$ cat config.mk
export PLATFORM = sky130hd
export DESIGN_NAME = timer_sched_flat
export DESIGN_NICKNAME = d
export VERILOG_FILES = /design/src/rtl/timer_sched_pkg.sv /design/src/rtl/timer_sched_if.sv /design/src/rtl/timer_sched_rr_arbiter.sv /design/src/rtl/timer_sched.sv /design/src/flat_wrapper.sv
export SDC_FILE = /design/constraint.sdc
export NUM_CORES = 1
export LEC_CHECK = 0
export BUFFER_PORTS_ARGS = -buffer_cell sky130_fd_sc_hd__buf_4
export CORE_ASPECT_RATIO = 1.1
export CORE_MARGIN = 4
export CORE_UTILIZATION = 30
export DETAILED_ROUTE_END_ITERATION = 12
export GPL_ROUTABILITY_DRIVEN = 0
export PLACE_DENSITY = 0.56
export SYNTH_ARGS = -nofsm -noshare
export SYNTH_HDL_FRONTEND = slang
export SYNTH_SLANG_ARGS = --single-unit
$ cat constraint.sdc
create_clock -name clk -period 3.4 [get_ports clk]
set_clock_uncertainty 0.05 [all_clocks]
set_input_delay 0.34 -clock clk [delete_from_list [all_inputs] [get_ports clk]]
set_output_delay 0.34 -clock clk [all_outputs]
set_load 0.02 [all_outputs]
$ cat src/rtl/timer_sched_pkg.sv
// Shared types and helpers for the interval timer scheduler.
// State encoding, load width and the period computation with zero clamp.
package timer_sched_pkg;

  localparam int LOAD_W = 4;

  typedef enum logic [1:0] {
    ST_IDLE  = 2'd0,
    ST_COUNT = 2'd1,
    ST_DONE  = 2'd2
  } state_t;

  // A zero load would never expire, so it collapses to a single tick.
  function automatic logic [31:0] period(
    input logic [LOAD_W-1:0] load,
    input int unsigned       shift
  );
    logic [31:0] wide;
    wide = {{(32-LOAD_W){1'b0}}, load};
    if (load == '0) return 32'd1;
    return wide << shift;
  endfunction

endpackage

$ cat src/rtl/timer_sched_if.sv
// Request/grant bundle between the requesting FSMs and the timer scheduler.
// master drives requests and tick, slave returns grant/done/status.
interface timer_sched_if #(
  parameter int NUM_REQ = 4,
  parameter int CNT_W   = 9
);
  import timer_sched_pkg::*;

  logic                      tick;
  logic [NUM_REQ-1:0]        req;
  logic [LOAD_W*NUM_REQ-1:0] load_val;
  logic [NUM_REQ-1:0]        grant;
  logic [NUM_REQ-1:0]        done;
  logic                      busy;
  logic [CNT_W-1:0]          cur_count;

  modport master (
    output tick, req, load_val,
    input  grant, done, busy, cur_count
  );

  modport slave (
    input  tick, req, load_val,
    output grant, done, busy, cur_count
  );

endinterface

$ cat src/rtl/timer_sched_rr_arbiter.sv
// Combinational requester picker: round-robin from ptr, wrapping at NUM_REQ.
// With ARB_FIXED_PRIO_EN defined it is a lowest-index priority encoder.
module rr_arbiter #(
  parameter int NUM_REQ = 4,
  parameter int IDX_W   = 2
) (
  input  logic [NUM_REQ-1:0] req,
`ifndef ARB_FIXED_PRIO_EN
  input  logic [IDX_W-1:0]   ptr,
`endif
  output logic [NUM_REQ-1:0] gnt,
  output logic [IDX_W-1:0]   idx
);

  logic found;

`ifdef ARB_FIXED_PRIO_EN
  // First set request from index 0 upward wins.
  always_comb begin
    gnt   = '0;
    idx   = '0;
    found = 1'b0;
    for (int i = 0; i < NUM_REQ; i++) begin
      if (!found && req[i]) begin
        found  = 1'b1;
        gnt[i] = 1'b1;
        idx    = IDX_W'(i);
      end
    end
  end
`else
  int unsigned pos;

  // Walk from ptr upward, wrapping, and take the first set request.
  always_comb begin
    gnt   = '0;
    idx   = '0;
    found = 1'b0;
    pos   = '0;
    for (int i = 0; i < NUM_REQ; i++) begin
      pos = 32'(ptr) + 32'(i);
      if (pos >= 32'(NUM_REQ)) pos = pos - 32'(NUM_REQ);
      if (!found && req[IDX_W'(pos)]) begin
        found            = 1'b1;
        gnt[IDX_W'(pos)] = 1'b1;
        idx              = IDX_W'(pos);
      end
    end
  end
`endif

endmodule

$ cat src/rtl/timer_sched.sv
// One shared down-counting interval timer arbitrated among NUM_REQ requesters.
// Build option ARB_FIXED_PRIO_EN: fixed lowest-index priority, no rr pointer.
module timer_sched
  import timer_sched_pkg::*;
#(
  parameter int NUM_REQ     = 4,
  parameter int SCALE_SHIFT = 5,
  parameter int CNT_W       = 9
) (
  input logic         clk,
  input logic         rst_n,
  timer_sched_if.slave bus
);

  localparam int IDX_W = (NUM_REQ > 1) ? $clog2(NUM_REQ) : 1;

  if (CNT_W < LOAD_W + SCALE_SHIFT) begin : g_cnt_chk
    $error("timer_sched: CNT_W narrower than LOAD_W+SCALE_SHIFT");
  end
  if (NUM_REQ < 2 || NUM_REQ > 8) begin : g_req_chk
    $error("timer_sched: NUM_REQ must be 2..8");
  end

  state_t             state;
  state_t             state_nxt;
  logic [IDX_W-1:0]   owner;
  logic [IDX_W-1:0]   owner_nxt;
  logic [IDX_W-1:0]   arb_idx;
  logic [NUM_REQ-1:0] arb_gnt;
  logic [NUM_REQ-1:0] grant_q;
  logic [NUM_REQ-1:0] grant_nxt;
  logic [NUM_REQ-1:0] done_q;
  logic [NUM_REQ-1:0] done_nxt;
  logic [CNT_W-1:0]   cnt;
  logic [CNT_W-1:0]   cnt_nxt;
  logic [LOAD_W-1:0]  load_sel;
  logic               any_req;
  logic               own_req;
  logic               expire;

  assign any_req  = |bus.req;
  assign own_req  = bus.req[owner];
  assign expire   = bus.tick && (cnt == CNT_W'(1));
  assign load_sel = bus.load_val[arb_idx*LOAD_W +: LOAD_W];

`ifdef ARB_FIXED_PRIO_EN
  rr_arbiter #(
    .NUM_REQ (NUM_REQ),
    .IDX_W   (IDX_W)
  ) u_arb (
    .req (bus.req),
    .gnt (arb_gnt),
    .idx (arb_idx)
  );
`else
  logic [IDX_W-1:0] ptr;
  logic [IDX_W-1:0] ptr_nxt;
  logic [IDX_W-1:0] owner_inc;

  assign owner_inc = (owner == IDX_W'(NUM_REQ-1)) ? '0
                   : owner + IDX_W'(1);

  rr_arbiter #(
    .NUM_REQ (NUM_REQ),
    .IDX_W   (IDX_W)
  ) u_arb (
    .req (bus.req),
    .ptr (ptr),
    .gnt (arb_gnt),
    .idx (arb_idx)
  );

  // Pointer moves past the owner on both expiry and cancel.
  always_comb begin
    ptr_nxt = ptr;
    if ((state == ST_COUNT && !own_req) || state == ST_DONE)
      ptr_nxt = owner_inc;
  end

  // Round-robin pointer register.
  always_ff @(posedge clk or negedge rst_n) begin
    if (!rst_n) ptr <= '0;
    else        ptr <= ptr_nxt;
  end
`endif

  // State register.
  always_ff @(posedge clk or negedge rst_n) begin
    if (!rst_n) state <= ST_IDLE;
    else        state <= state_nxt;
  end

  // Next-state logic; cancel wins over expiry.
  always_comb begin
    state_nxt = state;
    unique case (state)
      ST_IDLE:  if (any_req) state_nxt = ST_COUNT;
      ST_COUNT: begin
        if (!own_req)    state_nxt = ST_IDLE;
        else if (expire) state_nxt = ST_DONE;
      end
      ST_DONE:  state_nxt = ST_IDLE;
      default:  state_nxt = ST_IDLE;
    endcase
  end

  // Next values of the registered outputs, counter and owner.
  always_comb begin
    grant_nxt = grant_q;
    done_nxt  = '0;
    cnt_nxt   = cnt;
    owner_nxt = owner;
    unique case (state)
      ST_IDLE: begin
        if (any_req) begin
          owner_nxt = arb_idx;
          grant_nxt = arb_gnt;
          cnt_nxt   = CNT_W'(period(load_sel, SCALE_SHIFT));
        end
      end
      ST_COUNT: begin
        if (!own_req) begin
          grant_nxt = '0;
          cnt_nxt   = '0;
        end else if (bus.tick && !expire) begin
          cnt_nxt = cnt - CNT_W'(1);
        end
      end
      ST_DONE: begin
        done_nxt  = grant_q;
        grant_nxt = '0;
        cnt_nxt   = '0;
      end
      default: begin
        grant_nxt = '0;
        cnt_nxt   = '0;
      end
    endcase
  end

  // Output, counter and owner registers.
  always_ff @(posedge clk or negedge rst_n) begin
    if (!rst_n) begin
      grant_q <= '0;
      done_q  <= '0;
      cnt     <= '0;
      owner   <= '0;
    end else begin
      grant_q <= grant_nxt;
      done_q  <= done_nxt;
      cnt     <= cnt_nxt;
      owner   <= owner_nxt;
    end
  end

  assign bus.grant     = grant_q;
  assign bus.done      = done_q;
  assign bus.cur_count = cnt;
  assign bus.busy      = (state != ST_IDLE);

endmodule
$ cat src/flat_wrapper.sv
// flat-port wrapper written by rule: the top's interface ports become plain ports
module timer_sched_flat import timer_sched_pkg::*;
#(
  parameter int NUM_REQ     = 4,
  parameter int SCALE_SHIFT = 5,
  parameter int CNT_W       = 9
)
  (clk, rst_n, bus_tick, bus_req, bus_load_val, bus_grant, bus_done, bus_busy, bus_cur_count);
  timer_sched_if #(.NUM_REQ(NUM_REQ), .CNT_W(CNT_W)) bus_i ();
  input logic clk;
  input logic rst_n;
  input wire logic [$bits(bus_i.tick)-1:0] bus_tick;
  input wire logic [$bits(bus_i.req)-1:0] bus_req;
  input wire logic [$bits(bus_i.load_val)-1:0] bus_load_val;
  output wire logic [$bits(bus_i.grant)-1:0] bus_grant;
  output wire logic [$bits(bus_i.done)-1:0] bus_done;
  output wire logic [$bits(bus_i.busy)-1:0] bus_busy;
  output wire logic [$bits(bus_i.cur_count)-1:0] bus_cur_count;
  assign bus_i.tick = bus_tick;
  assign bus_i.req = bus_req;
  assign bus_i.load_val = bus_load_val;
  assign bus_grant = bus_i.grant;
  assign bus_done = bus_i.done;
  assign bus_busy = bus_i.busy;
  assign bus_cur_count = bus_i.cur_count;
  timer_sched #(.NUM_REQ(NUM_REQ), .SCALE_SHIFT(SCALE_SHIFT), .CNT_W(CNT_W)) u_core (.clk(clk), .rst_n(rst_n), .bus(bus_i));
endmodule
# Word level (Yosys, flattened, before mapping)
# Cells that the tools add are included.
[word_totals]
reg_bits = 23
[classes]
add_sub_neg = 9
bitwise = 3
eq_ne = 8
mux = 51
n_lt_le_gt_ge = 13
shift = 1
reduce_logical = 24
[op_table]
columns = ["op", "n"]
rows = [
  ["2-to-1 mux 9 bit", 5],
  ["2-to-1 mux 4 bit", 7],
  ["2-to-1 mux 2 bit", 12],
  ["case mux 9 bit (2 select lines)", 1],
  ["variable part select 16 x 5 -> 4 bit", 1],
  ["< comparator 2 x 3 -> 1 bit, second input constant", 5],
  ["2-to-1 mux 1 bit", 15],
  ["OR 4 bit", 3],
  ["binary-select mux 1 bit (select 2 bit)", 5],
  ["logical AND 1 bit", 10],
  ["equality test 9 x 1 -> 1 bit, second input constant", 1],
  [">= comparator 3 bit, second input constant", 3],
  ["subtractor 9 x 1 -> 9 bit, second input constant", 1],
  ["demux 1 bit (select 2 bit)", 4],
  [">= comparator 2 x 1 -> 1 bit, second input constant", 4],
  ["case mux 4 bit (2 select lines)", 1],
  ["AND reduction 2 bit", 4],
  ["subtractor 2 x 1 -> 2 bit, second input constant", 4],
  ["adder 2 x 2 -> 3 bit, second input constant", 2],
  ["!= test 3 bit, second input constant", 2],
  ["logical NOT 1 bit", 5],
  ["equality test 2 bit, second input constant", 2],
  ["logical NOT 4 bit", 1],
  ["case mux 2 bit (2 select lines)", 1],
  ["other kinds (10)", 10],
]

# Depth between registers and ports, before layout
# Gate-level depths: netlist of run 1.
[logic_depth]
depth_word = 22
ltp_mapped = 11
depth_no_buf = 9

# Modules after synthesis
# Synthesis of run 1 repeated with hierarchy kept, for this count alone.
[unflattened]
hier_cells = 174
area_unflattened_um2 = 1761.7
[modules_own_cells]
columns = ["mod", "seq_area_each_um2", "instances", "cells_each", "area_per_inst_um2"]
rows = [
  ["timer_sched", 575.6, 1, 126, 1322.5],
  ["rr_arbiter", 0.0, 1, 48, 439.2],
]

# Worst setup path before layout of run 1
# OpenSTA, ideal clock, no wires.
[synth_path]
path_kind = "register to register"
from = "register u_core.ptr[0]"
to = "register u_core.cnt[0], in the netlist u_core.bus.cur_count[0]"
path_slack_ns = -0.010
stages_incl_launch_ff = 12
n_path_buf = 2
arrival_time_ns = 3.296
setup_time_ns = 0.064
required_time_ns = 3.286
cell_sequence = "dfrtp_1 -> buf_4 -> inv_1 -> ha_1 -> buf_6 -> mux4_2 -> and3_4 -> a211o_4 -> nand2_4 -> mux4_2 -> a2111oi_2 -> a21o_1"
[synth_via]
elab_chain_len = 22
word_cells_on_any_way = 44
cone_classes = "add/sub (7); order compare (4); shift (1); mux (25); reduce/logical (7)"
[synth_lines]
columns = ["element", "line", "rtl"]
rows = [
  ["start: declaration", "timer_sched.sv:56", "logic [IDX_W-1:0] ptr;"],
  ["start signal: assignment", "timer_sched.sv:83", "else ptr <= ptr_nxt;"],
  ["parallel branches: the longest is 13 deep, another holds adder 2 x 1 -> 3 bit", "-", ""],
  ["2-to-1 mux 2 bit (*)", "timer_sched_rr_arbiter.sv:43", "if (!found && req[IDX_W'(pos)]) begin"],
  ["variable part select 16 x 5 -> 4 bit (*)", "timer_sched.sv:44", "assign load_sel = bus.load_val[arb_idx*LOAD_W +: LOAD_W];"],
  ["logical NOT 4 bit (*)", "timer_sched_pkg.sv:20", "if (load == '0) return 32'd1;"],
  ["2-to-1 mux 1 bit (*)", "timer_sched_pkg.sv:20", ""],
  ["2-to-1 mux 1 bit (*)", "timer_sched.sv:115", "if (any_req) begin"],
  ["2-to-1 mux 1 bit (*)", "timer_sched.sv:113", "unique case (state)"],
  ["2-to-1 mux 9 bit (*)", "timer_sched_pkg.sv:21", "return wide << shift;"],
  ["2-to-1 mux 9 bit (*)", "timer_sched.sv:115", ""],
  ["case mux 9 bit (2 select lines) (*)", "timer_sched.sv:113", ""],
  ["end signal: assignment", "timer_sched.sv:151", "cnt <= cnt_nxt;"],
  ["end: declaration", "timer_sched.sv:34", "logic [CNT_W-1:0] cnt;"],
]
# Every way passes the cells marked *. The select of a mux whose other input is x is not followed.
# A chain may end at the register's enable or synchronous reset.

# Worst setup path in the final report of run 1
[layout_path]
from = "register u_core.ptr[1]"
to = "register u_core.cnt[0], in the netlist u_core.bus.cur_count[0]"
# The elaborated chain is that of the path after synthesis.

==> run_results.csv, run 1 <==
group,metric,value,unit
outcome,status,"completed",
detailed_routing,viasPerCell,5.09,
power_and_ir_drop,power_density,903,mW/mm^2
final_layout,antenna_cells,0,
final_layout,fin_util,0.384,
power_and_ir_drop,p_sw_frac,0.466,
floorplanning,dieArea,0.00730,mm^2
final_layout,area_growth,23.9,%
yosys,ys_seq_elements,23,
sta,period_needed,3.08,ns
yosys,synth.distinct_cells,54,
grt,grt_pass1_vias,1463,
yosys,ys_seq_area_frac,0.320,
sta,slew_headroom,0.665,
setup_path,startpoint_type,"flip-flop",
detailed_routing,vias,1583,
floorplanning,io_pins,41,
setup_path,crit_type,"flip-flop to flip-flop",
floorplanning,die_w,81.8,um
yosys,ys.flop_type,"dfrtp_1",
sta,fin_tns_setup,0,ns
power_and_ir_drop,combPwrFrac,0.678,
grt,overflow,0,
grt,grt_pass1_wl,6.95,mm
clock_network,cts.sinks,23,
setup_path,required,3.56,ns
sta,finalCritPeriodShare,0.905,
yosys,ys_warn_count,0,
sta,tightest_slew,0.496,ns
floorplanning,fp.coreArea,0.00581,mm^2
hold_path,hold_class,"input port to flip-flop",
setup_path,crit_path_max_fanout,7,
yosys,netlist_area,0.00180,mm^2
power_and_ir_drop,ir_worst_vdd,0.000312,V
floorplanning,start_util,0.310,
sta,grt_setup_unrepaired,"false",
power_and_ir_drop,p_int,1.07,mW
flow_run,maxCapViolations,0,
clock_network,post_cts_buffers,0,
final_layout,layout-drive-gt1-share,0.291,
grt,grt_use_total,0.119,
detailed_routing,drt_wl_total,4.19,mm
clock_network,clockBufferDepth,2,
detailed_routing,drtIter0Drc,63,
detailed_routing,drtAntennaViolNets,0,
placement,port_buffers,40,
yosys,syn_inst,193,
sta,fmax,0.325,GHz
detailed_routing,firstDrtPassIters,4,
sta,setup_viol,0,
detailed_routing,route.detailed.drc,0,
power_and_ir_drop,p_clk_frac,0.086,
final_layout,fillers,606,
yosys,synth_edf_count,0,
floorplanning,die_h,89.2,um
yosys,synth_area_per_cell,9.32,um^2
detailed_routing,post_drt_wl_per_cell,13.5,um
clock_network,clk_pin_slew_worst_paths,0.09,ns
clock_network,cts_buffers,3,
power_and_ir_drop,power_switching,0.937,mW
power_and_ir_drop,pwr-share-seq,0.236,
floorplanning,rows,29,
placement,dp_hpwl,3.23,mm
clock_network,ctsHtreeMaxLevel,1,
final_layout,nets,269,
grt,grt_antenna_before_repair,0,
clock_network,worstSkewPairLatency,0.27,ns
yosys,async_flop_share,1.00,
setup_path,crit_arrival,3.24,ns
sta,finalHoldViolations,0,
clock_network,cts_tree,"done",
setup_path,cp-end-kind,"flip-flop",
grt,grt_max_degree,24,
sta,final_max_slew_viol_count,0,
final_layout,final_common_cell,"buf_4",
power_and_ir_drop,p_leak,1.00,nW
yosys,mappedNetlistNets,227,
clock_network,root_buffer,"clkbuf_8",
final_layout,mostFrequentLayoutCells,"buf_4 (44), dfrtp_1 (22), nor2_1 (20)",
[kinds of logic (layout without fill, tap and decap cells)]
group | count (synthesis) | in the layout | share of synthesized area
fa+ha+maj | 11 | 11 | 0.0765
simple gates | 83 | 83 | 0.253
xor+xnor | 4 | 4 | 0.0195
buf+inv | 15 | 56 | 0.0445
flops | 23 | 23 | 0.320
compound gates | 48 | 48 | 0.193
mux | 9 | 9 | 0.0932
[power by group through the flow]
stage	combinational (mW)	sequential [mW]	clock (mW)
finish	1.36	0.475	0.173
global route	1.53	0.490	0.191
CTS	1.38	0.475	0.178
detailed placement	1.37	0.481	0
global placement	1.37	0.477	0
floorplan	0.967	0.539	0
[metrics by stage]
stage	cells	total power [mW]	worst slack, ns	cell area [um^2]	hold slack, ns
after floorplan	193	1.51	0.0685	1800	-0.00559
after global placement	306	1.84	0.352	2170	0.207
after detailed placement	306	1.85	0.319	2170	0.208
after CTS	311	2.03	0.281	2230	0.280
after global routing	311	2.22	0.103	2230	0.287
final	311	2.01	0.324	2230	0.287
[critical path, stage by stage (launching register included)]
cell and delay (ns):
dfrtp_1 0.35, inv_1 0.09, ha_1 0.33, mux4_2 0.58, and3_4 0.22, a211o_4 0.33, nand2_4 0.10, mux4_2 0.53
a2111oi_2 0.28, a21o_1 0.15
[state kept, by name (all words and copies together) (netlist names)]
name,cells
u_core.bus.cur_count,9
u_core.bus.done,4
u_core.bus.grant,4
u_core.owner,2
u_core.ptr,2
u_core.state,2
[routing by layer]
metal	up-vias	global-route usage	wire, um
li1	795	-	-
met1	760	0.168	1980
met2	23	0.187	2020
met3	5	0.0121	127
met4	0	0.0438	65
met5	-	0	0
[cell usage after synthesis, drive strengths merged (2+ instances only)]
master / instances / area share
ha: 11 / 0.077
nand3b: 4 / 0.017
and2: 4 / 0.014
nand2b: 4 / 0.014
nor3: 5 / 0.019
a22oi: 4 / 0.017
inv: 7 / 0.015
nor2: 20 / 0.042
dfrtp: 23 / 0.32
xor2: 3 / 0.015
a221oi: 5 / 0.024
a21o: 2 / 0.0083
buf: 7 / 0.027
a21oi: 5 / 0.014
nand4: 2 / 0.0070
nand2: 19 / 0.044
o21ai: 17 / 0.049
nor3b: 2 / 0.0083
o211ai: 3 / 0.013
mux4: 6 / 0.075
nor4: 3 / 0.010
nor2b: 2 / 0.0070
nand3: 8 / 0.022
a211o: 2 / 0.015
mux2: 2 / 0.013
and3: 2 / 0.0097
[timing repair]
item / 4_1_cts / 5_1_grt
hold buffers: 1 / 0
hold endpoints to repair: 23 / 0
setup endpoints to repair: 0 / 0
gates resized for setup: 0 / 0
[area by class of cell]
class                           count  area (um^2)  area share
Clock buffer                        3         41.3      0.0185
Clock inverter                      1         5.00     0.00225
Inverter                            7         26.3      0.0118
Multi-Input combinational cell    155         1140       0.513
Sequential cell                    23          577       0.259
Tap cell                           77         96.3      0.0432
Timing Repair Buffer               45          340       0.153
[final timing paths]
check | startpoint | endpoint | slack, ns | cells after the start
worst min register to register | u_core.bus.grant[3]$_DFFE_PN0P_ | u_core.bus.grant[3]$_DFFE_PN0P_ | 0.46 | 2
worst max-delay path | u_core.ptr[1]$_DFFE_PN0P_ | u_core.bus.cur_count[0]$_DFFE_PN0P_ | 0.32 | 9
worst max register to register | u_core.ptr[1]$_DFFE_PN0P_ | u_core.bus.cur_count[0]$_DFFE_PN0P_ | 0.32 | 9
worst min-delay path | bus_tick | u_core.state[1]$_DFFE_PN0P_ | 0.29 | 3
max in group asynchronous | rst_n | u_core.ptr[0]$_DFFE_PN0P_ | 2.61 | 2
min in group asynchronous | rst_n | u_core.bus.done[1]$_DFF_PN0_ | 0.44 | 2
(Power assumes the default switching activity.)
==> inputs of run 2 (changes only) <==
--- a/config.mk
+++ b/config.mk
@@ -7,7 +7,7 @@
 export LEC_CHECK = 0
 export BUFFER_PORTS_ARGS = -buffer_cell sky130_fd_sc_hd__buf_4
 export CORE_ASPECT_RATIO = 1.1
-export CORE_MARGIN = 4
+export CORE_MARGIN = 8
 export CORE_UTILIZATION = 30
 export DETAILED_ROUTE_END_ITERATION = 12
 export GPL_ROUTABILITY_DRIVEN = 0
==> run_results.csv, run 2 (synthesis results as in run 1) <==
group,metric,value,unit
grt,grt_antenna_before_repair,0,
floorplanning,start_util,0.312,
setup_path,crit_path_max_fanout,7,
final_layout,final_common_cell,"buf_4",
sta,grt_setup_unrepaired,"false",
placement,port_buffers,40,
floorplanning,fp.coreArea,0.00577,mm^2
floorplanning,die_h,97.2,um
floorplanning,dieArea,0.00873,mm^2
sta,slew_headroom,0.657,
clock_network,ctsResizeCount,0,
sta,final_max_slew_viol_count,0,
floorplanning,die_w,89.8,um
power_and_ir_drop,ir_worst_vdd,0.000274,V
detailed_routing,route.detailed.drc,0,
clock_network,worstSkewPairLatency,0.26,ns
grt,grt_use_total,0.104,
detailed_routing,viasPerCell,5.09,
grt,met3_usage,0.0185,
detailed_routing,vias,1583,
final_layout,fin_util,0.386,
clock_network,cts_tree,"done",
sta,fin_ws,0.310,ns
grt,grt_max_degree,24,
final_layout,area_growth,23.9,%
outcome,status,"completed",
final_layout,largest_register_ffs,9,
final_layout,mostFrequentLayoutCells,"buf_4 (44), dfrtp_1 (22), nor2_1 (20)",
placement,pre_cts_ws,0.336,ns
clock_network,clk_pin_slew_worst_paths,0.08,ns
grt,overflow,0,
detailed_routing,post_drt_wl_per_cell,14.1,um
clock_network,root_buffer,"clkbuf_8",
detailed_routing,drtIter0Drc,91,
sta,period_needed,3.09,ns
sta,fmax,0.324,GHz
clock_network,ctsHtreeMaxLevel,1,
setup_path,crit_arrival,3.25,ns
final_layout,fillers,584,
clock_network,clockBufferDepth,2,
detailed_routing,firstDrtPassIters,4,
final_layout,nets,269,
grt,grt_pass1_vias,1606,
power_and_ir_drop,p_leak,1.00,nW
sta,setup_viol,0,
sta,fin_tns_setup,0,ns
floorplanning,rows,29,
grt,grtUsageMet2,0.161,
placement,dp_hpwl,3.44,mm
setup_path,required,3.56,ns
power_and_ir_drop,power,2.01,mW
detailed_routing,drt_wl_total,4.38,mm
clock_network,cts_buffers,3,
detailed_routing,drtAntennaViolNets,0,
grt,gr-usage-met1,0.140,
final_layout,antenna_cells,0,
sta,finalHoldViolations,0,
clock_network,post_cts_buffers,0,
setup_path,crit_type,"flip-flop to flip-flop",
sta,tightest_slew,0.508,ns
setup_path,cp-end-kind,"flip-flop",
floorplanning,io_pins,41,
clock_network,cts.sinks,23,
grt,grt_pass1_wl,7.74,mm
grt,grt.busiest_layer,"met2",
power_and_ir_drop,power_density,902,mW/mm^2
sta,finalCritPeriodShare,0.909,
flow_run,maxCapViolations,0,
setup_path,startpoint_type,"flip-flop",
hold_path,hold_class,"input port to flip-flop",
final_layout,layout-drive-gt1-share,0.291,
## run 2: cell counts in the layout (fill, tap and decap cells not counted)
Identical to the previous run, type by type.
## run 2: through the flow
stage | hold slack [ns] | area (um^2) | cells
after floorplan | -0.00559 | 1800 | 193
after global placement | 0.205 | 2170 | 306
after detailed placement | 0.205 | 2170 | 306
after CTS | 0.289 | 2230 | 311
after global routing | 0.300 | 2230 | 311
final | 0.293 | 2230 | 311
## run 2: layout make-up
type / count / area, um^2 / share of cell area
clock buffer: 3 / 41.3 / 0.0185
clock inverter: 1 / 5.00 / 0.00225
inverter: 7 / 26.3 / 0.0118
multi-input combinational: 155 / 1140 / 0.513
sequential: 23 / 577 / 0.259
tap: 77 / 96.3 / 0.0432
timing repair buffer: 45 / 340 / 0.153
## run 2: final timing paths
kind                                                  from                             endpoint  slack (ns)  cells past startpoint
setup / recovery                 u_core.ptr[1]$_DFFE_PN0P_  u_core.bus.cur_count[0]$_DFFE_PN0P_        0.31                      9
hold / removal                                    bus_tick          u_core.state[1]$_DFFE_PN0P_        0.29                      3
setup reg to reg                 u_core.ptr[1]$_DFFE_PN0P_  u_core.bus.cur_count[0]$_DFFE_PN0P_        0.31                      9
hold reg to reg            u_core.bus.grant[0]$_DFFE_PN0P_      u_core.bus.grant[0]$_DFFE_PN0P_        0.46                      2
max in group asynchronous                            rst_n            u_core.ptr[0]$_DFFE_PN0P_        2.60                      2
min in group asynchronous                            rst_n         u_core.bus.done[1]$_DFF_PN0_        0.45                      2
## run 2: critical path, cell delays in order (launching register included)
cell and delay (ns):
dfrtp_1 0.36, inv_1 0.10, ha_1 0.32, mux4_2 0.59
and3_4 0.22, a211o_4 0.33, nand2_4 0.10, mux4_2 0.53
a2111oi_2 0.29, a21o_1 0.15
## run 2: power by group
part           total [mW]  switching [mW]  internal, mW
logic                1.37           0.747         0.623
clock network       0.167          0.0852        0.0817
registers           0.472           0.103         0.368
total                2.01           0.936          1.07
## run 2: metal layers
metal | vias up | part of all wire
met5 | - | 0
met4 | 0 | 0.010
met3 | 4 | 0.044
met2 | 30 | 0.48
met1 | 748 | 0.47
li1 | 801 | -
## run 2: timing repair
item | 4_1_cts | 5_1_grt
hold buffers | 1 | 0
endpoints found under the setup margin | 0 | 0
hold endpoints to repair | 23 | 0
